===== src/rtl/mbist_fail_log_pkg.sv =====
// rtl/mbist_fail_log_pkg.sv - shared constants and types for the MBIST failure log
//
// Purpose : default FIFO depth and counter width, FSM state encodings and the
//           log entry width helper shared by mbist_fail_log and fail_fifo.
// Ports   : none (package).
package mbist_fail_log_pkg;

  localparam int FAIL_LOG_DEPTH = 8;
  localparam int FAIL_CNT_WIDTH = 16;

  typedef enum logic [1:0] {
    FL_IDLE  = 2'd0,
    FL_ARMED = 2'd1,
    FL_DRAIN = 2'd2
  } fl_state_e;

  // Entry layout is {operation, address, syndrome}.
  function automatic int fail_entry_width(input int cw, input int aw, input int dw);
    return cw + aw + dw;
  endfunction

endpackage


===== src/rtl/fail_fifo.sv =====
// rtl/fail_fifo.sv - synchronous FIFO with registered head entry
//
// Purpose : stores failure log entries; the head entry is held in a register so
//           the read port has no combinational path from any input.
// Ports   : clk, rst (async active-low), clear (sync flush), push/din write side,
//           pop read side, full/empty flags, head (registered head entry).
module fail_fifo #(
  parameter int W     = 20,
  parameter int DEPTH = 8
) (
  input  logic         clk,
  input  logic         rst,
  input  logic         clear,
  input  logic         push,
  input  logic [W-1:0] din,
  input  logic         pop,
  output logic         full,
  output logic         empty,
  output logic [W-1:0] head
);

  localparam int LW = $clog2(DEPTH);
  localparam int PW = LW + 1;

  logic [PW-1:0] wr_ptr, rd_ptr, wr_ptr_n, rd_ptr_n;
  logic [W-1:0]  mem [DEPTH];
  logic [W-1:0]  head_q, head_n;

  assign empty = (wr_ptr == rd_ptr);
  assign full  = (wr_ptr[LW-1:0] == rd_ptr[LW-1:0]) && (wr_ptr[LW] != rd_ptr[LW]);
  assign head  = head_q;

  // head_n is the entry that will sit at rd_ptr_n after this edge. If that slot
  // is the one being written right now, forward din instead of the stale RAM.
  // When the FIFO goes empty the head simply holds its last value.
  always_comb begin
    wr_ptr_n = wr_ptr;
    rd_ptr_n = rd_ptr;
    head_n   = head_q;
    if (clear) begin
      wr_ptr_n = '0;
      rd_ptr_n = '0;
    end else begin
      if (push) wr_ptr_n = wr_ptr + PW'(1);
      if (pop)  rd_ptr_n = rd_ptr + PW'(1);
      if (wr_ptr_n != rd_ptr_n) begin
        if (push && (wr_ptr[LW-1:0] == rd_ptr_n[LW-1:0])) head_n = din;
        else                                              head_n = mem[rd_ptr_n[LW-1:0]];
      end
    end
  end

  always_ff @(posedge clk) begin
    if (push && !clear) mem[wr_ptr[LW-1:0]] <= din;
  end

  always_ff @(posedge clk or negedge rst) begin
    if (!rst) begin
      wr_ptr <= '0;
      rd_ptr <= '0;
      head_q <= '0;
    end else begin
      wr_ptr <= wr_ptr_n;
      rd_ptr <= rd_ptr_n;
      head_q <= head_n;
    end
  end

endmodule


===== src/rtl/mbist_fail_log.sv =====
// rtl/mbist_fail_log.sv - MBIST failure capture log with saturating count and overflow
//
// Purpose : captures {operation, address, syndrome} of every failing compare
//           while armed into fail_fifo, counts failures (saturating) and flags
//           dropped failures. Optional macro FAIL_LOG_DEDUP_EN suppresses storing
//           a capture whose address/operation match the last stored entry.
// Ports   : clk, rst (async active-low), test_active_in, clear_in,
//           compare side cmp_valid_in/passfail_in/tas_in/tcs_in/tds_in/mem_in,
//           read side rd_valid_out/rd_ready_in/rd_addr_out/rd_op_out/rd_syn_out,
//           status fail_count_out, overflow_out, state_out.
module mbist_fail_log
  import mbist_fail_log_pkg::*;
#(
  parameter int aw    = 8,
  parameter int cw    = 4,
  parameter int dw    = 8,
  parameter int depth = FAIL_LOG_DEPTH,
  parameter int cntw  = FAIL_CNT_WIDTH
) (
  input  logic            clk,
  input  logic            rst,
  input  logic            test_active_in,
  input  logic            clear_in,
  input  logic            cmp_valid_in,
  input  logic            passfail_in,
  input  logic [aw-1:0]   tas_in,
  input  logic [cw-1:0]   tcs_in,
  input  logic [dw-1:0]   tds_in,
  input  logic [dw-1:0]   mem_in,
  output logic            rd_valid_out,
  input  logic            rd_ready_in,
  output logic [aw-1:0]   rd_addr_out,
  output logic [cw-1:0]   rd_op_out,
  output logic [dw-1:0]   rd_syn_out,
  output logic [cntw-1:0] fail_count_out,
  output logic            overflow_out,
  output logic [1:0]      state_out
);

  localparam int EW = fail_entry_width(cw, aw, dw);

  fl_state_e       state_q, state_n;
  logic            capture, push, pop, ovf_set, dup;
  logic            fifo_full, fifo_empty;
  logic [EW-1:0]   head;
  logic [cntw-1:0] cnt_q;
  logic            ovf_q;

  // State register
  always_ff @(posedge clk or negedge rst) begin
    if (!rst) state_q <= FL_IDLE;
    else      state_q <= state_n;
  end

  // Next-state logic; clear wins over every other transition.
  always_comb begin
    state_n = state_q;
    if (clear_in) begin
      state_n = test_active_in ? FL_ARMED : FL_IDLE;
    end else begin
      case (state_q)
        FL_IDLE:  if (test_active_in) state_n = FL_ARMED;
        FL_ARMED: if (!test_active_in) state_n = FL_DRAIN;
        FL_DRAIN: begin
          if (test_active_in)  state_n = FL_ARMED;
          else if (fifo_empty) state_n = FL_IDLE;
        end
        default:  state_n = FL_IDLE;
      endcase
    end
  end

  // Output/control logic. A capture into a full FIFO still fits if the head
  // is popped in the same cycle.
  always_comb begin
    capture = 1'b0;
    push    = 1'b0;
    pop     = 1'b0;
    ovf_set = 1'b0;
    if (!clear_in) begin
      capture = (state_q == FL_ARMED) && cmp_valid_in && passfail_in;
      pop     = !fifo_empty && rd_ready_in;
      push    = capture && !dup && (!fifo_full || pop);
      ovf_set = capture && !dup && fifo_full && !pop;
    end
  end

`ifdef FAIL_LOG_DEDUP_EN
  logic          last_vld;
  logic [aw-1:0] last_addr;
  logic [cw-1:0] last_op;

  always_ff @(posedge clk or negedge rst) begin
    if (!rst) begin
      last_vld  <= 1'b0;
      last_addr <= '0;
      last_op   <= '0;
    end else if (clear_in) begin
      last_vld  <= 1'b0;
      last_addr <= '0;
      last_op   <= '0;
    end else if (push) begin
      last_vld  <= 1'b1;
      last_addr <= tas_in;
      last_op   <= tcs_in;
    end
  end

  assign dup = last_vld && (tas_in == last_addr) && (tcs_in == last_op);
`else
  assign dup = 1'b0;
`endif

  // Count every qualified failure, stored or not; saturate at all-ones.
  always_ff @(posedge clk or negedge rst) begin
    if (!rst) begin
      cnt_q <= '0;
      ovf_q <= 1'b0;
    end else if (clear_in) begin
      cnt_q <= '0;
      ovf_q <= 1'b0;
    end else begin
      if (capture && !(&cnt_q)) cnt_q <= cnt_q + cntw'(1);
      if (ovf_set)              ovf_q <= 1'b1;
    end
  end

  fail_fifo #(
    .W     (EW),
    .DEPTH (depth)
  ) u_fifo (
    .clk   (clk),
    .rst   (rst),
    .clear (clear_in),
    .push  (push),
    .din   ({tcs_in, tas_in, tds_in ^ mem_in}),
    .pop   (pop),
    .full  (fifo_full),
    .empty (fifo_empty),
    .head  (head)
  );

  assign rd_valid_out   = !fifo_empty;
  assign rd_op_out      = head[EW-1 -: cw];
  assign rd_addr_out    = head[dw +: aw];
  assign rd_syn_out     = head[dw-1:0];
  assign fail_count_out = cnt_q;
  assign overflow_out   = ovf_q;
  assign state_out      = state_q;

endmodule

===== config.mk =====
export PLATFORM = sky130hd
export DESIGN_NAME = mbist_fail_log
export DESIGN_NICKNAME = d
export VERILOG_FILES = /design/src/rtl/mbist_fail_log_pkg.sv /design/src/rtl/fail_fifo.sv /design/src/rtl/mbist_fail_log.sv
export SDC_FILE = /design/constraint.sdc
export NUM_CORES = 1
export LEC_CHECK = 0
export BUFFER_PORTS_ARGS = -buffer_cell sky130_fd_sc_hd__buf_2
export CAP_MARGIN = 25
export CORE_ASPECT_RATIO = 1.4
export CORE_UTILIZATION = 40
export DETAILED_ROUTE_END_ITERATION = 10
export GPL_TIMING_DRIVEN = 0
export PLACE_DENSITY_LB_ADDON = 0.1
export SYNTH_ARGS = -nofsm -noshare
export SYNTH_HDL_FRONTEND = slang
export SYNTH_HIERARCHICAL = 1
export SYNTH_SLANG_ARGS = --single-unit

===== constraint.sdc =====
create_clock -name clk -period 8.58 [get_ports clk]
set_clock_uncertainty 0.2 [all_clocks]
set_input_delay 0.858 -clock clk [delete_from_list [all_inputs] [get_ports clk]]
set_output_delay 0.858 -clock clk [all_outputs]
set_load 0.05 [all_outputs]

After elaboration in Yosys (flattened, before gate mapping):

Memory sizes are Yosys's and may differ from the RTL's. A register that Yosys moved wholly into a read port is not among the register bits.
Cells that the tools add are included.
W data, S select, Z words.

* $add $sub $neg: 3
* $mul: 0
* divide/modulo/power cells: 0
* magnitude comparators: 0
* equality and inequality tests: 9
* shift-type cells: 0
* mux-type cells: 23
* bitwise gates (word level): 2
* reductions and logical operators: 22

Operators with widths (number)
* $mux W16: 2
* $mux W4: 6
* $add A16 B1 Y16 const B: 1
* $reduce_and A16 Y1: 1
* $mux W2: 5
* $logic_and A1 B1 Y1: 9
* $mux W1: 9
* $add A4 B1 Y4 const B: 2
* $xor A8 B8 Y8: 1
* $logic_not A1 Y1: 6
* $ne A3 B3 Y1 const B: 2
* $pmux W2 S3: 1
* $eq A4 B4 Y1: 1
* $ne A4 B4 Y1: 1
* $ne A4 B4 Y1 const B: 1
* $reduce_bool A2 Y1: 2
* $eq A3 B3 Y1: 1
* $reduce_and A3 Y1: 1
* $eq A2 B1 Y1 const B: 1
* $eq A2 B2 Y1 const B: 1
* $logic_not A2 Y1: 1
* $reduce_and A2 Y1: 1
* $logic_or A1 B1 Y1: 1
* $ne A1 B1 Y1: 1
* $not A1 Y1: 1

* flip-flop bits (word level): 27
* latch bits: 0
* RAM bits: 160
* memory bits (read-only): 0
* output and inout bits: 40
* word-level logic and storage cells: 65
* memories kept: 1

Memories
* u_fifo.mem: words 8, bits a word 20, read ports 1, clocked after memory_dff 1, wr ports 1, line fail_fifo.sv:26 `logic [W-1:0] mem [DEPTH];`

Depth between registers and ports, before layout:

Gate-level depths: netlist (run 1).

* depth after elaboration: 10
* depth in mapped cells: 17

By module:

Netlist (run 1), hierarchy kept.

Modules (own cells, without submodules)
* fail_fifo: instances 1, cells each 555, area an instance 9009.9 sq um, sequential area each 5505.3 sq um
* mbist_fail_log: instances 1, cells each 129, area an instance 1202.4 sq um, sequential area each 475.5 sq um

Worst setup path before layout (run 1):

No wires, ideal clock.

* path type: register to register
* start point: register u_fifo.rd_ptr[1]
* end point: memory u_fifo.mem[2][0], enable pin
* arrival: 4089 ps
* setup slack: 3843 ps
* cell stages (with the launch flop): 13
* path buffers: 4
* path through: dfrtp_1 > buf_2 > buf_4 > buf_2 > xnor2_1 > nand3_1 > nor2b_1 > inv_1 > nand2_1 > a21oi_1 > buf_2 > nand2_1 > nor4_1

* cells in the longest elaborated chain, start to end: 9
* elaborated cells between the ends (all ways): 12
* those cells by class: eq/ne: 2; mux: 3; reduce/logical: 7

RTL lines
* from (decl): line fail_fifo.sv:25 `logic [PW-1:0] wr_ptr, rd_ptr, wr_ptr_n, rd_ptr_n;`
* from (signal assigned): line fail_fifo.sv:64 `rd_ptr <= rd_ptr_n;`
* $eq A4 B4 Y1: line fail_fifo.sv:29 `assign empty = (wr_ptr == rd_ptr);`
* net fifo_empty: line mbist_fail_log.sv:44 `logic fifo_full, fifo_empty;`
* $logic_not A1 Y1
* net rd_valid_out: line mbist_fail_log.sv:30 `output logic rd_valid_out,`
* $logic_and A1 B1 Y1: line mbist_fail_log.sv:82 `pop = !fifo_empty && rd_ready_in;`
* $logic_or A1 B1 Y1: line mbist_fail_log.sv:83 `push = capture && !dup && (!fifo_full || pop);`
* $logic_and A1 B1 Y1: line mbist_fail_log.sv:83
* $mux W1: line mbist_fail_log.sv:80 `if (!clear_in) begin`
* net push: line mbist_fail_log.sv:43 `logic capture, push, pop, ovf_set, dup;`
* $logic_and A1 B1 Y1: line fail_fifo.sv:54 `if (push && !clear) mem[wr_ptr[LW-1:0]] <= din;`
* $mux W1: line fail_fifo.sv:54
* $mux W1 (not written as such): line fail_fifo.sv:54
* to (decl): line fail_fifo.sv:26

The timed path passes the listed nets, and every way through them passes these cells.

Worst setup path after layout (run 1):

* start point: register u_fifo.rd_ptr[1]
* end point: register u_fifo.head_q[4], in the netlist u_fifo/head[4] (read register of u_fifo.mem)

* elaborated cells between the ends (all ways): 17
* those cells by class: add/sub: 1; eq/ne: 3; mux: 6; reduce/logical: 7

RTL lines
* $eq A4 B4 Y1 *: line fail_fifo.sv:29
* net fifo_empty: line mbist_fail_log.sv:44
* $logic_not A1 Y1 *: line mbist_fail_log.sv:82
* $logic_and A1 B1 Y1 *: line mbist_fail_log.sv:82
* $mux W1 *: line mbist_fail_log.sv:80
* net pop: line mbist_fail_log.sv:43
* $mux W4 *: line fail_fifo.sv:45 `if (pop) rd_ptr_n = rd_ptr + PW'(1);`
* $mux W4 *: line fail_fifo.sv:40 `if (clear) begin`
* $ne A4 B4 Y1: line fail_fifo.sv:46 `if (wr_ptr_n != rd_ptr_n) begin`
* $reduce_and A2 Y1 (no source line)
* to (decl): line fail_fifo.sv:27 `logic [W-1:0] head_q, head_n;`

Mark *: on every way through the listed nets, which the timed path passes. The rest lies on a longest branch. The select of a mux whose other input is x is not followed.
A chain may end at the register's enable or synchronous reset.

==> results of run 1 <==
[area by class of cell]
type / instances / area, µm² / share of cell area
antenna: 1 / 2.50 / 0.000210
clock inverter: 13 / 120 / 0.0101
tap: 315 / 394 / 0.0331
multi-input combinational: 417 / 3970 / 0.333
inverter: 9 / 33.8 / 0.00284
clock buffer: 27 / 591 / 0.0496
buffer: 51 / 280 / 0.0235
sequential: 207 / 5980 / 0.502
timing repair buffer: 89 / 544 / 0.0457
[sequential cells by signal (all words and copies together) (netlist names)]
register	flops
u_fifo/mem	160
fail_count_out	16
u_fifo/rd_ptr	4
u_fifo/wr_ptr	4
overflow_out	1
state_out	2
u_fifo/head	20
[placed cells by master, fill, tap and decap left out, types with 5 or more instances in the layout]
cell / count
sky130_fd_sc_hd__o32a_1: 20
sky130_fd_sc_hd__nand3_1: 10
sky130_fd_sc_hd__or4_1: 6
sky130_fd_sc_hd__nor3_1: 24
sky130_fd_sc_hd__nor4_1: 5
sky130_fd_sc_hd__o22ai_1: 38
sky130_fd_sc_hd__buf_4: 11
sky130_fd_sc_hd__a31oi_1: 5
sky130_fd_sc_hd__clkbuf_1: 20
sky130_fd_sc_hd__a21o_1: 21
sky130_fd_sc_hd__nand4_1: 6
sky130_fd_sc_hd__mux4_2: 42
sky130_fd_sc_hd__a21oi_1: 6
sky130_fd_sc_hd__mux2i_1: 117
sky130_fd_sc_hd__dfrtp_1: 47
sky130_fd_sc_hd__clkbuf_16: 23
sky130_fd_sc_hd__edfxtp_1: 160
sky130_fd_sc_hd__xnor2_1: 12
sky130_fd_sc_hd__xor2_1: 11
sky130_fd_sc_hd__buf_2: 97
sky130_fd_sc_hd__nand2_1: 16
sky130_fd_sc_hd__clkinv_2: 8
sky130_fd_sc_hd__nor2_1: 15
sky130_fd_sc_hd__buf_6: 13
sky130_fd_sc_hd__inv_1: 8
[routing by layer]
layer	track usage	vias to the layer above	wire, µm
met5	0	-	0
met4	0.0765	0	823
met3	0.0249	52	1430
met2	0.410	198	15200
met1	0.268	3501	10700
li1	-	2987	-
[power breakdown]
part / internal, mW / leakage (nW) / switching, mW / total, mW
Clock: 0.551 / 0.354 / 0.390 / 0.941
Combinational: 0.0832 / 1.95 / 0.233 / 0.316
Sequential: 1.13 / 2.03 / 0.0239 / 1.15
Total: 1.76 / 4.33 / 0.648 / 2.41
[kinds of logic (layout without fill, tap and decap cells)]
logic type      count (synthesis)  in the layout  share of synthesized area
flops                         207            207                      0.586
mux                           161            161                      0.210
simple gates                  114            114                     0.0625
fa+ha+maj                       3              3                    0.00368
other cells                     0              1                          0
buf+inv                        60            189                     0.0308
xor+xnor                       24             24                     0.0219
compound gates                115            115                     0.0858
[worst max-delay path, delay by kind of cell, from the launching register on]
| family | cells | cell delay [ps] |
|---|---|---|
| DFF | 1 | 350 |
| buffers and inverters | 8 | 2160 |
| AOI/OAI and AO/OA | 2 | 330 |
| and+or+nand+nor | 6 | 1330 |
| xor gates and xnor gates | 1 | 120 |
[worst paths after layout]
kind | start | end | slack [ps] | cells after the start
min in group clk | u_fifo/head[0] | u_fifo/head[0] | 290 | 1
hold / removal | rst | u_fifo/head[6] | 180 | 1
setup / recovery | u_fifo/rd_ptr[1] | u_fifo/head[4] | 3990 | 17
setup reg to reg | u_fifo/rd_ptr[1] | u_fifo/head[4] | 3990 | 17
hold reg to reg | u_fifo/head[0] | u_fifo/head[0] | 290 | 1
max in group asynchronous | rst | u_fifo/head[12] | 7390 | 2
[through the flow]
stage | cell area (µm²) | power [mW]
after floorplan | 10200 | 1.39
after global placement | 11000 | 1.48
after detailed placement | 11200 | 1.49
after CTS | 11900 | 2.43
after global routing | 11900 | 2.48
final | 11900 | 2.41
==> flow_summary.rst, run 1 <==
.. list-table::
   :header-rows: 1

   * - Metric
     - Value
   * - Via count
     - ~6700
   * - Net count after synthesis
     - ~720
   * - Critical path type
     - flop to flop
   * - EDFF count, synth
     - between 150 and 200
   * - Post-layout utilization of the core
     - 0.480
   * - Worst-Skew Late Latency
     - about 510 ps
   * - Worst slack, placed
     - 3980 ps
   * - Period utilization
     - 0.535
   * - Post-synthesis cell type count
     - 59
   * - Most numerous cell in the Yosys netlist
     - sky130_fd_sc_hd__edfxtp_1
   * - Routability Congestion
     - between 0.8 and 0.9
   * - Share of the yosys chip area belonging to registers
     - 0.586
   * - Dominant cell type by area after synthesis
     - sky130_fd_sc_hd__edfxtp_1
   * - Routed length per instance
     - roughly 25 µm
   * - Layout fillers
     - 2172
   * - PnR worst setup slack
     - 3990 ps
   * - DRC errors left
     - 0
   * - ANT nets after route
     - 0
   * - Input/output buffers
     - 74
   * - Total wirelength of the detailed-routed design
     - roughly 28000 µm
   * - Number of buffers added to fix hold violations after cts
     - 0
   * - Layout cells sized above 1
     - 0.277
   * - Vertical die dimension
     - 191 µm
   * - Setup repair after global routing missed its margin
     - no
   * - Number of global-route vias before repair
     - 7128
   * - Number of buffers added by the clock tree synthesis step
     - 22
   * - Number of cells in the finished layout apart from fillers
     - 1129
   * - Setup violations, final
     - 0
   * - Library cell contributing the largest single delay on the critical path
     - sky130_fd_sc_hd__clkbuf_1
   * - # clock sinks
     - roughly 210
   * - Overall global routing resource usage
     - 0.224
   * - Antenna violations before repair
     - 0
   * - Syn Area/Cell
     - between 10 and 15 µm²
   * - Post-synth top flop
     - sky130_fd_sc_hd__edfxtp_1
   * - Die ar.
     - about 26000 µm²
   * - First-pass GRT wire length
     - 42700 µm
   * - Row Count
     - 68
   * - Max-slew violation count
     - 0
   * - Critical path, cell by cell
     - buf_2, buf_4, buf_2, xnor2_1, nand3_1, nor2b_1, inv_1, nand2_1, nor2_1, buf_4, inv_2, buf_4, nand2_1, clkbuf_1, o22ai_1, nor3_1, o32a_1
   * - Layout Nets
     - approximately 840
   * - Width of the chip
     - between 100 and 150 µm
   * - Warnings, synthesis
     - 6
   * - Pin count of the biggest net entering global routing
     - 30
   * - Fmax
     - 218 MHz
   * - Number of instances resized during post-cts repair
     - 0
   * - Most used standard cells in the synthesized netlist
     - sky130_fd_sc_hd__edfxtp_1, sky130_fd_sc_hd__mux2i_1, sky130_fd_sc_hd__dfrtp_1, sky130_fd_sc_hd__mux4_2, sky130_fd_sc_hd__o22ai_1
   * - Max stage delay on crit path
     - between 500 and 600 ps
   * - Most frequent CP cell
     - sky130_fd_sc_hd__buf_4
   * - Initial core utilization
     - 0.411
   * - Max Root-Sink Buffers
     - 3
   * - TritonCTS clock tree
     - yes
   * - Number of search-and-repair iterations in the first detailed-routing pass
     - 5
   * - Arrival time at the worst endpoint
     - roughly 4800 ps
   * - Largest voltage drop on the vdd net
     - around 0.13 mV
   * - Instance count of the mapped netlist
     - roughly 680
   * - Clock transition at the registers of the reported paths
     - approximately 60 ps
   * - Count of routing violations after the opening detailed-route iteration
     - around 370
   * - Growth of design area from synthesis to finish
     - 16.7%
   * - CP Launch Type
     - flop
   * - Accumulated negative setup slack
     - 0 ps
   * - Clock tree root buffer cell
     - sky130_fd_sc_hd__clkbuf_16
   * - Hold Path Class
     - input pin to async pin
   * - Leakage power
     - between 4 and 5 nW
   * - Global-route congestion overflow total
     - 0
   * - Count of boundary I/O pins
     - between 70 and 80
   * - Depth of the CTS H-tree
     - 1
   * - Synth top area share
     - 0.470
   * - Worst Setup End Kind
     - flop
   * - Tightest slew margin relative to the limit
     - 0.384
   * - Minimum clock period
     - 4590 ps
   * - Cell Count Post-Placement
     - roughly 1100
   * - Hold violation total from the final report
     - 0
   * - CP max FO
     - 10
   * - Data required time at the worst endpoint
     - approximately 9000 ps
   * - Core Area
     - roughly 25000 µm²
   * - Slew @ Worst Pin
     - 922 ps
   * - Number of synthesized register bits
     - 207
   * - Share of flip-flops with an asynchronous set or reset after synthesis
     - 0.227
   * - Power per unit of standard cell area
     - a little over 200 nW/µm²
   * - Post-DR vias/cell
     - 5.97
   * - Number of buffers inserted to repair setup after CTS
     - 0
   * - Netlist area before placement
     - ~10000 µm²
   * - Most area-consuming cells after synthesis
     - sky130_fd_sc_hd__edfxtp_1, sky130_fd_sc_hd__dfrtp_1, sky130_fd_sc_hd__mux2i_1, sky130_fd_sc_hd__mux4_2, sky130_fd_sc_hd__o22ai_1
   * - Minimum hold slack
     - 180 ps
   * - Placed wire-length estimate after detailed placement
     - roughly 19000 µm
   * - Run status
     - completed
   * - Number of max-capacitance violations reported
     - 0
Note: power is estimated with default switching activity, not from simulation.
==> run 2, diff against run 1 <==
Clock period 8.58 ns to 4.6 ns, I/O delays scaled along.
==> flow_summary.rst, run 2 (same netlist as run 1, synthesis figures left out) <==
.. list-table::
   :header-rows: 1

   * - Metric
     - Value
   * - Worst reg2reg endpoint
     - u_fifo/head[4]
   * - Global-route congestion overflow total
     - 0
   * - Period utilization
     - 0.953
   * - Commonest non-fill, non-tap cell in the layout
     - sky130_fd_sc_hd__edfxtp_1
   * - Worst setup path startpoint
     - u_fifo/rd_ptr[1]
   * - Max stage delay on crit path
     - between 400 and 500 ps
   * - Cell area after layout
     - around 12000 µm²
   * - Minimum hold slack
     - 36.5 ps
   * - # clock sinks
     - roughly 210
   * - Width of the chip
     - 137 µm
   * - Total wirelength of the detailed-routed design
     - roughly 28000 µm
   * - Crit Reg-Reg Startpoint
     - u_fifo/rd_ptr[1]
   * - Routed length per instance
     - 24.6 µm
   * - Leakage power
     - approximately 4.3 nW
   * - Count of boundary I/O pins
     - 75
   * - Growth of design area from synthesis to finish
     - 16.6%
   * - Fmax
     - between 200 and 250 MHz
   * - CP max FO
     - 10
   * - Placed cell area
     - around 11000 µm²
   * - ANT nets after route
     - 0
   * - Layout fillers
     - roughly 2200
   * - Number of buffers added by the clock tree synthesis step
     - 23
   * - Data required time at the worst endpoint
     - 4780 ps
   * - Slew @ Worst Pin
     - about 990 ps
   * - Hold Path Class
     - input pin to flop
   * - First-pass GRT wire length
     - 41400 µm
   * - Power per unit of standard cell area
     - between 300 and 400 nW/µm²
   * - Setup repair after global routing missed its margin
     - no
   * - Die ar.
     - between 20000 and 30000 µm²
   * - Pin count of the biggest net entering global routing
     - 35
   * - Initial core utilization
     - 0.411
   * - Cell Count Post-Placement
     - ~1100
   * - Hold violation total from the final report
     - 0
   * - Critical path type
     - flop to flop
   * - TritonCTS clock tree
     - yes
   * - Number of global-route vias before repair
     - 7110
   * - Number of max-capacitance violations reported
     - 0
   * - Tightest slew margin relative to the limit
     - 0.337
   * - Worst-Skew Late Latency
     - about 500 ps
   * - Worst slack, placed
     - roughly 54 ps
   * - Placed wire-length estimate after detailed placement
     - ~19000 µm
   * - Post-DR vias/cell
     - 5.93
   * - Commonest cells after routing, fill and taps aside
     - sky130_fd_sc_hd__edfxtp_1, sky130_fd_sc_hd__mux2i_1, sky130_fd_sc_hd__buf_2
   * - Via count
     - 6678
   * - Clock transition at the registers of the reported paths
     - 60 ps
   * - Routability Congestion
     - 0.841
   * - Antenna diode count
     - 0
   * - Count of routing violations after the opening detailed-route iteration
     - about 400
   * - Layout Nets
     - approximately 830
   * - Setup violations, final
     - 0
   * - Worst setup endpoint
     - u_fifo/head[4]
   * - Depth of the CTS H-tree
     - 1
   * - Worst Setup End Kind
     - flop
   * - Antenna violations before repair
     - 1
   * - DRC errors left
     - 0
   * - Reg2reg setup slack
     - between 200 and 250 ps
   * - Core Area
     - 24800 µm²
   * - Minimum clock period
     - between 4000 and 5000 ps
   * - Library cell contributing the largest single delay on the critical path
     - sky130_fd_sc_hd__nand3_1
   * - Max-slew violation count
     - 0
   * - Number of search-and-repair iterations in the first detailed-routing pass
     - 5
   * - Run status
     - completed
   * - Layout cells sized above 1
     - 0.273
   * - Clock tree root buffer cell
     - sky130_fd_sc_hd__clkbuf_16
   * - R2r worst-path depth
     - 16
   * - Critical path, cell by cell
     - buf_2, buf_4, buf_2, xnor2_1, nand3_1, nor2b_1, inv_1, nand2_1, nor2_1, buf_4, a21bo_2, nand3_1, clkbuf_2, o22ai_1, nor3_1, o32a_1
   * - Largest voltage drop on the vdd net
     - around 0.45 mV
   * - Number of cells in the finished layout apart from fillers
     - between 1000 and 1500
   * - CP Launch Type
     - flop
   * - Arrival time at the worst endpoint
     - between 4000 and 5000 ps
   * - PnR worst setup slack
     - about 220 ps
   * - Vertical die dimension
     - 191 µm
   * - Input/output buffers
     - between 70 and 80
   * - Max Root-Sink Buffers
     - 3
   * - Flip-flop count of the largest register after layout
     - 160
   * - Row Count
     - 68
   * - Overall global routing resource usage
     - 0.218
-- run 2: power breakdown --
part / internal (mW) / switching, mW / total (mW) / leakage (nW)
Combinational: 0.156 / 0.432 / 0.588 / 1.94
Clock: 1.01 / 0.724 / 1.74 / 0.354
Sequential: 2.10 / 0.0511 / 2.15 / 2.03
-- run 2: layout make-up --
class | count | area, µm² | share of cell area
clock buffers | 31 | 626 | 0.0525
inverters | 9 | 33.8 | 0.00284
plain buffers | 51 | 284 | 0.0239
clock inverters | 11 | 86.3 | 0.00725
well taps | 315 | 394 | 0.0331
multi-input cells | 417 | 3980 | 0.334
flip-flops and latches | 207 | 5980 | 0.502
repair buffers | 86 | 523 | 0.0439
-- run 2: routing by layer --
metal | up-vias | share of wire | track usage
met4 | 0 | 0.027 | 0.0786
met5 | - | 0 | 0
li1 | 2989 | - | -
met2 | 180 | 0.55 | 0.413
met1 | 3454 | 0.39 | 0.248
met3 | 55 | 0.037 | 0.0257
-- run 2: worst min-delay path by stage --
| stage | slack [ps] | cells past startpoint | from | endpoint |
|---|---|---|---|---|
| after global placement | 280 | 1 | u_fifo/head[8] | u_fifo/head[8] |
| after floorplan | -40 | 0 | rst | fail_count_out[0] |
| after CTS | 20 | 1 | tcs_in[0] | u_fifo/mem[4][16] |
| after global routing | 30 | 1 | tas_in[7] | u_fifo/mem[7][15] |
| after detailed placement | 230 | 1 | rst | u_fifo/head[4] |
| final | 40 | 1 | tas_in[4] | u_fifo/mem[7][12] |
-- run 2: critical path, delay by kind of cell, from the launching register on --
family / cells / cell delay (ps)
xor gates and xnor gates: 1 / 150
and+or+nand+nor: 6 / 1060
DFF: 1 / 350
buffers and inverters: 6 / 1680
AOI/OAI and AO/OA: 3 / 800
-- run 2: through the flow --
step,power (mW),util,setup TNS [ps]
after CTS,4.53,0.479,0
after global routing,4.63,0.479,0
final,4.48,0.479,0
after detailed placement,2.78,0.449,0
after global placement,2.77,0.442,-144100
after floorplan,2.59,-,0
-- run 2: timing repair --
action | CTS | global route
setup buffers | 0 | 0
endpoints found under the setup margin | 0 | 11
hold endpoints to repair | 15 | 0
hold buffers | 2 | 0
gates resized for setup | 0 | 7
